--- src/rtl/contador_pkg.sv ---
// rtl/contador_pkg.sv - shared constants and sizing helper for the up/down modulo counter
package contador_pkg;

    localparam logic DIR_UP    = 1'b1;
    localparam logic DIR_DOWN  = 1'b0;
    localparam logic MODE_WRAP = 1'b1;
    localparam logic MODE_SAT  = 1'b0;

    // Bits needed to hold 0..value-1; 0 for value <= 1.
    function automatic int clog2(input int value);
        int result;
        result = 0;
        for (int v = value - 1; v > 0; v = v >> 1) begin
            result++;
        end
        return result;
    endfunction

endpackage

--- src/rtl/prescaler_tick.sv ---
// rtl/prescaler_tick.sv - divides enabled cycles by DIV into a one-cycle tick
module prescaler_tick
    import contador_pkg::*;
#(
    parameter int DIV = 1
) (
    input  logic i_Clk,
    input  logic i_Rst,
    input  logic i_En,
    input  logic i_Sync_Clr,
    output logic o_Tick
);

    generate
        if (DIV <= 1) begin : g_bypass
            logic unused_inputs;
            assign unused_inputs = &{1'b0, i_Clk, i_Rst, i_Sync_Clr};
            assign o_Tick        = i_En;
        end else begin : g_div
            localparam int W = clog2(DIV);
            localparam logic [W-1:0] LAST = W'(DIV - 1);

            logic [W-1:0] count;

            assign o_Tick = i_En && (count == LAST);

            // The count only moves on enabled cycles, so gaps in i_En stretch the period.
            always_ff @(posedge i_Clk or negedge i_Rst) begin
                if (!i_Rst) begin
                    count <= '0;
                end else if (i_Sync_Clr) begin
                    count <= '0;
                end else if (i_En) begin
                    count <= o_Tick ? '0 : count + W'(1);
                end
            end
        end
    endgenerate

endmodule

--- src/rtl/contador_ud_mod.sv ---
// rtl/contador_ud_mod.sv - up/down modulo counter with prescaled tick; CONTADOR_CMP_EN adds i_Cmp/o_Match
module contador_ud_mod
    import contador_pkg::*;
#(
    parameter int N    = 8,
    parameter int DIV  = 1,
    parameter bit WRAP = 1'b1
) (
    input  logic         i_Clk,
    input  logic         i_Rst,
    input  logic         i_En,
    input  logic         i_Up,
    input  logic         i_Clr,
    input  logic         i_Load,
    input  logic [N-1:0] i_Dato,
    input  logic [N-1:0] i_Mod,
`ifdef CONTADOR_CMP_EN
    input  logic [N-1:0] i_Cmp,
    output logic         o_Match,
`endif
    output logic [N-1:0] o_Cta,
    output logic         o_Tc,
    output logic         o_Wrap
);

    logic         tick;
    logic         at_top;
    logic         at_zero;
    logic         wrap_evt;
    logic [N-1:0] cta_nxt;

    prescaler_tick #(
        .DIV(DIV)
    ) u_prescaler (
        .i_Clk     (i_Clk),
        .i_Rst     (i_Rst),
        .i_En      (i_En),
        .i_Sync_Clr(i_Clr | i_Load),
        .o_Tick    (tick)
    );

    // at_top also covers a count left above a lowered i_Mod.
    assign at_top  = (o_Cta >= i_Mod);
    assign at_zero = (o_Cta == '0);
    assign o_Tc    = tick && ((i_Up == DIR_UP) ? at_top : at_zero);

    always_comb begin
        cta_nxt  = o_Cta;
        wrap_evt = 1'b0;
        if (i_Clr) begin
            cta_nxt = '0;
        end else if (i_Load) begin
            cta_nxt = (i_Dato <= i_Mod) ? i_Dato : i_Mod;
        end else if (tick && (i_Up == DIR_UP)) begin
            if (at_top) begin
                wrap_evt = 1'b1;
                cta_nxt  = (WRAP == MODE_WRAP) ? '0 : i_Mod;
            end else begin
                cta_nxt = o_Cta + N'(1);
            end
        end else if (tick && (i_Up == DIR_DOWN)) begin
            if (at_zero) begin
                wrap_evt = 1'b1;
                cta_nxt  = (WRAP == MODE_SAT) ? '0 : i_Mod;
            end else if (o_Cta > i_Mod) begin
                cta_nxt = i_Mod;
            end else begin
                cta_nxt = o_Cta - N'(1);
            end
        end
    end

    always_ff @(posedge i_Clk or negedge i_Rst) begin
        if (!i_Rst) begin
            o_Cta  <= '0;
            o_Wrap <= 1'b0;
        end else begin
            o_Cta  <= cta_nxt;
            o_Wrap <= wrap_evt;
        end
    end

`ifdef CONTADOR_CMP_EN
    // Compare against the next value so o_Match lines up with o_Cta.
    always_ff @(posedge i_Clk or negedge i_Rst) begin
        if (!i_Rst) begin
            o_Match <= 1'b0;
        end else begin
            o_Match <= (cta_nxt == i_Cmp);
        end
    end
`endif

endmodule
--- config.mk ---
export PLATFORM = sky130hd
export DESIGN_NAME = contador_ud_mod
export DESIGN_NICKNAME = d
export VERILOG_FILES = /design/src/rtl/contador_pkg.sv /design/src/rtl/prescaler_tick.sv /design/src/rtl/contador_ud_mod.sv
export SDC_FILE = /design/constraint.sdc
export NUM_CORES = 1
export LEC_CHECK = 0
export CAP_MARGIN = 25
export CORE_UTILIZATION = 56
export DETAILED_ROUTE_END_ITERATION = 10
export PLACE_DENSITY = 0.86
export SLEW_MARGIN = 20
export SYNTH_ARGS = -nofsm -noshare
export SYNTH_HDL_FRONTEND = slang
export SYNTH_SLANG_ARGS = --single-unit
--- constraint.sdc ---
create_clock -name i_Clk -period 5.5 [get_ports i_Clk]
set_input_delay 1.1 -clock i_Clk [delete_from_list [all_inputs] [get_ports i_Clk]]
set_output_delay 1.1 -clock i_Clk [all_outputs]
set_load 0.01 [all_outputs]
; ---- Yosys cells after proc, flatten, opt, wreduce, memory -nomap -nowiden
; Cells that the tools add are included.
[classes]
mux = 15
bitwise = 1
magnitude_cmp = 3
add_sub_neg = 2
n_reduce_logical = 5
[op_table]
columns = op, n
row1 = 2-to-1 mux 8 bit, 8
row2 = "adder 8 x 1 -> 8 bit, second input constant", 1
row3 = greater-or-equal comparator 8 bit, 1
row4 = > comparator 8 bit, 1
row5 = less-or-equal comparator 8 bit, 1
row6 = zero test 8 bit, 1
row7 = "subtractor 8 x 1 -> 8 bit, second input constant", 1
row8 = 2-to-1 mux 1 bit, 7
row9 = nonzero test 4 bit, 1
row10 = logical AND 1 bit, 3
row11 = NOT 1 bit, 1
[word_totals]
out_inout_bits = 10
elab_cells = 28
ff_bits = 9

; ---- Logic depth before layout (Yosys ltp)
[depth]
word_depth = 7
depth_mapped = 9
ltp_nobuf = 8

; ---- Hierarchy
; From an unflattened synthesis, not the netlist that was laid out.
[unflattened]
hier_cells = 213
area_unflattened_um2 = 1564.0
[by_module_without_submodules]
columns = mod, n_inst, seq_area_each_um2, cells_per_inst, area_each_um2
row1 = contador_ud_mod, 1, 225.2, 212, 1556.5
row2 = prescaler_tick, 1, 0.0, 1, 7.5

; ---- Least setup slack after synthesis
; Ideal clock, no wire load.
[synth_path]
path_type = input port to output port
from = input port i_Mod[1]
to = output port o_Tc
n_path_buf = 0
arrival_ns = 2.196
slack_ns = 2.204
stages = 8
required_time_ns = 4.400
cell_sequence = inv_1 > ha_1 > nor2b_4 > o211ai_2 > a31oi_1 > o21ai_0 > o21ai_0 > and2_1
[synth_via]
elab_chain_len = 3
[synth_lines]
columns = item, line_no
row1 = start: declaration, contador_ud_mod.sv:16  ; input logic [N-1:0] i_Mod,
row2 = greater-or-equal comparator 8 bit, contador_ud_mod.sv:43  ; assign at_top = (o_Cta >= i_Mod);
row3 = 2-to-1 mux 1 bit, contador_ud_mod.sv:45  ; assign o_Tc = tick && ((i_Up == DIR_UP) ? at_top : at_zero);
row4 = logical AND 1 bit, contador_ud_mod.sv:45
row5 = end: declaration, contador_ud_mod.sv:22  ; output logic o_Tc,
; Every way passes these cells.

; ---- Final worst setup path
; Ends and elaborated chain as after synthesis.

==> flow_metrics.env <==
export IMPL_outcome="finished clean"
export IMPL_io_buffers=31
export IMPL_cts_max_path_buffers=2
export IMPL_syn_area_per_cell_sq_um=8.10
export IMPL_skew_ps=3.42
export IMPL_worstMarginPinSlew_ps=661
export IMPL_maxCapViolations=0
export IMPL_postRouteAntennaNets=0
export IMPL_syn_area_sq_mm=0.00151
export IMPL_ys_warn_count=0
export IMPL_tns_ps=0
export IMPL_cts_root_buf="clkbuf_4"
export IMPL_drtIter0Drc=48
export IMPL_worstSkewPairLatency_ps=270
export IMPL_ys_types=37
export IMPL_dpl_hpwl_um=3050
export IMPL_synth_common_cells="nand2_1 (24), ha_1 (19), a21oi_1 (13), inv_1 (13), o21ai_0 (12)"
export IMPL_grt_pass1_vias=1469
export IMPL_wl_um=3920
export IMPL_p_leak_uw=0.000776
export IMPL_drv_slew=0
export IMPL_synth_edff_count=0
export IMPL_die_area_sq_mm=0.00292
export IMPL_peakVddDrop_v=0.000184
export IMPL_clkSinkCount=9
export IMPL_dieWidth_um=54.0
export IMPL_vias_per_cell=6.21
export IMPL_power_uw=413
export IMPL_hp_class="flip-flop to flip-flop"
export IMPL_synth_seq_cells=9
export IMPL_vias=1502
export IMPL_setup_viol=0
export IMPL_finalCritPeriodShare_pct=79.7
export IMPL_cp_end_kind="output pin"
export IMPL_drc=0
export IMPL_cts_resized_gates=0
export IMPL_async_flop_share_pct=100
export IMPL_start_kind="primary input"
export IMPL_synth_top_family_by_area="simple AND/OR/NAND/NOR gates"
export IMPL_worstPathRequired_ps=4400
export IMPL_synth_compound_area_share_pct=21.2
export IMPL_synthMuxAreaShare_pct=6.03
export IMPL_yosysTopAreaCell="ha_1"
export IMPL_top_level_ports=32
export IMPL_antenna_found_initial=0
export IMPL_syn_num_nets=228
export IMPL_synthToLayoutAreaGrowth_pct=17.6
export IMPL_critPathKind="primary input to output pin"
export IMPL_fp_coreArea_sq_mm=0.00252
export IMPL_grt_max_degree=17
export IMPL_finalHoldViolations=0
export IMPL_syn_inst=187
export IMPL_die_y_um=54.0
export IMPL_fmax_ghz=0.228
export IMPL_htree_levels=1
export IMPL_clk_pin_slew_ps=60
export IMPL_grt_first_pass_wirelength_um=6500
export IMPL_p_per_area_mw_per_mm2=232
export IMPL_cp_max_fo=3
export IMPL_rsz0062_at_grt="no"
export IMPL_min_period_ps=4380
export IMPL_yosys_area_share_simple_pct=24.5
export IMPL_ys_flop_type="dfrtp_1"
export IMPL_yosysMostFrequentCell="nand2_1"
export IMPL_cts_buffers=3
export IMPL_synth_top_area_share_pct=15.7
export IMPL_synthAdderAreaFrac_pct=15.7
export IMPL_synth_xor_area_share_pct=6.94
export IMPL_drt_pre_antenna_iters=4
export IMPL_tritoncts="yes"
export IMPL_gp_congestion=0.904
export IMPL_grt_usage_pct=31.3
export IMPL_antenna_cells=0
export IMPL_initial_core_util_pct=60.0
export IMPL_wl_per_cell_um=16.2
export IMPL_arrival_ps=3280
export IMPL_num_rows=18
export IMPL_max_slew_margin_rel_pct=55.8
export IMPL_nNetsFinal=254
export IMPL_drive_gt1_share_pct=6.60
export IMPL_post_cts_setup_buffers=0
export IMPL_seq_area_frac_synth_pct=14.9
export IMPL_synth_area_leaders="ha_1 (16%), dfrtp_1 (15%), nand2_1 (6.0%)"
export IMPL_cts_hold_buf=0
export IMPL_gr_total_overflow=0
layer usage:
metal | track usage (%) | part of all wire (%) | vias to the layer above
met5 | 0 | 0 | -
met4 | 13.2 | 3.2 | 0
met3 | 5.65 | 6.7 | 15
met2 | 54.7 | 50 | 66
met1 | 36.9 | 40 | 693
li1 | - | - | 728
flip-flops by register name (all words and copies together), names as in the netlist:
name and flops:
o_Wrap 1, o_Cta 8
path summary, 6_finish.rpt:
kind	depth (start not counted)	to	startpoint	slack, ps
setup / recovery	10	o_Tc	i_Mod[1]	1120
hold / removal	2	o_Cta[1]$_DFFE_PN0P_	o_Cta[1]$_DFFE_PN0P_	810
setup reg to reg	8	o_Cta[4]$_DFFE_PN0P_	o_Cta[0]$_DFFE_PN0P_	3010
hold reg to reg	2	o_Cta[1]$_DFFE_PN0P_	o_Cta[1]$_DFFE_PN0P_	810
max in group asynchronous	1	o_Cta[2]$_DFFE_PN0P_	i_Rst	4060
min in group asynchronous	1	o_Wrap$_DFF_PN0_	i_Rst	1140
layout make-up:
type | count | area [sq um]
clock buffers | 4 | 26.3
fillers | 206 | 742
inverters | 13 | 48.8
multi-input cells | 154 | 1120
flip-flops and latches | 9 | 225
well taps | 30 | 37.5
repair buffers | 32 | 318
logic make-up (layout without fill, tap and decap cells):
group                      count (synthesis)  after routing
DFF                                        9              9
adders and majority gates                 19             19
and+or+nand+nor                           67             67
muxes                                      9              9
xor gates and xnor gates                  12             12
AOI/OAI and AO/OA                         47             47
buffers and inverters                     24             49
worst max-delay path, cell delays in order:
cell and delay (ps):
clkdlybuf4s50_1 500, inv_1 70, ha_1 310, nor2b_4 130, o211ai_2 140, a31oi_1 110, o21ai_0 150, o21ai_0 130
and2_1 170, clkdlybuf4s50_1 470
per-stage QoR:
stage	std cells	hold WS, ps	setup slack [ps]	instance area [sq um]	utilization (%)
5_1_grt	242	834	944	1780	70.6
3_3_place_gp	237	770	1170	1750	69.2
4_1_cts	241	813	1130	1770	70.3
2_1_floorplan	187	762	2200	1510	-
3_5_place_dp	237	795	1140	1750	69.2
6_report	242	815	1120	1780	70.6
report_power, final:
part           internal (uW)  switching [uW]  leakage [uW]
Clock                   28.1            24.9     0.0000150
Sequential              77.0            36.2      0.000118
Combinational            124             123      0.000644
Total                    229             184      0.000776
cell usage in the layout, fill, tap and decap left out, types with 2 or more instances in the layout:
master,netlist,routed
and2_1,2,2
o21a_1,7,7
clkbuf_4,0,3
clkdlybuf4s50_1,0,31
o211ai_2,2,2
or3_1,2,2
inv_1,13,13
xor2_1,5,5
o211ai_1,2,2
dfrtp_1,9,9
a21oi_1,13,13
xnor2_1,7,7
nor2_1,5,5
o32a_1,7,7
nand4_1,5,5
and3_1,9,9
mux2i_1,8,8
o21ai_0,12,12
nand3_1,3,3
ha_1,19,19
nor3_1,7,7
nand2_1,24,24
nor3_2,3,3
Power figures use the tool's default switching activity.
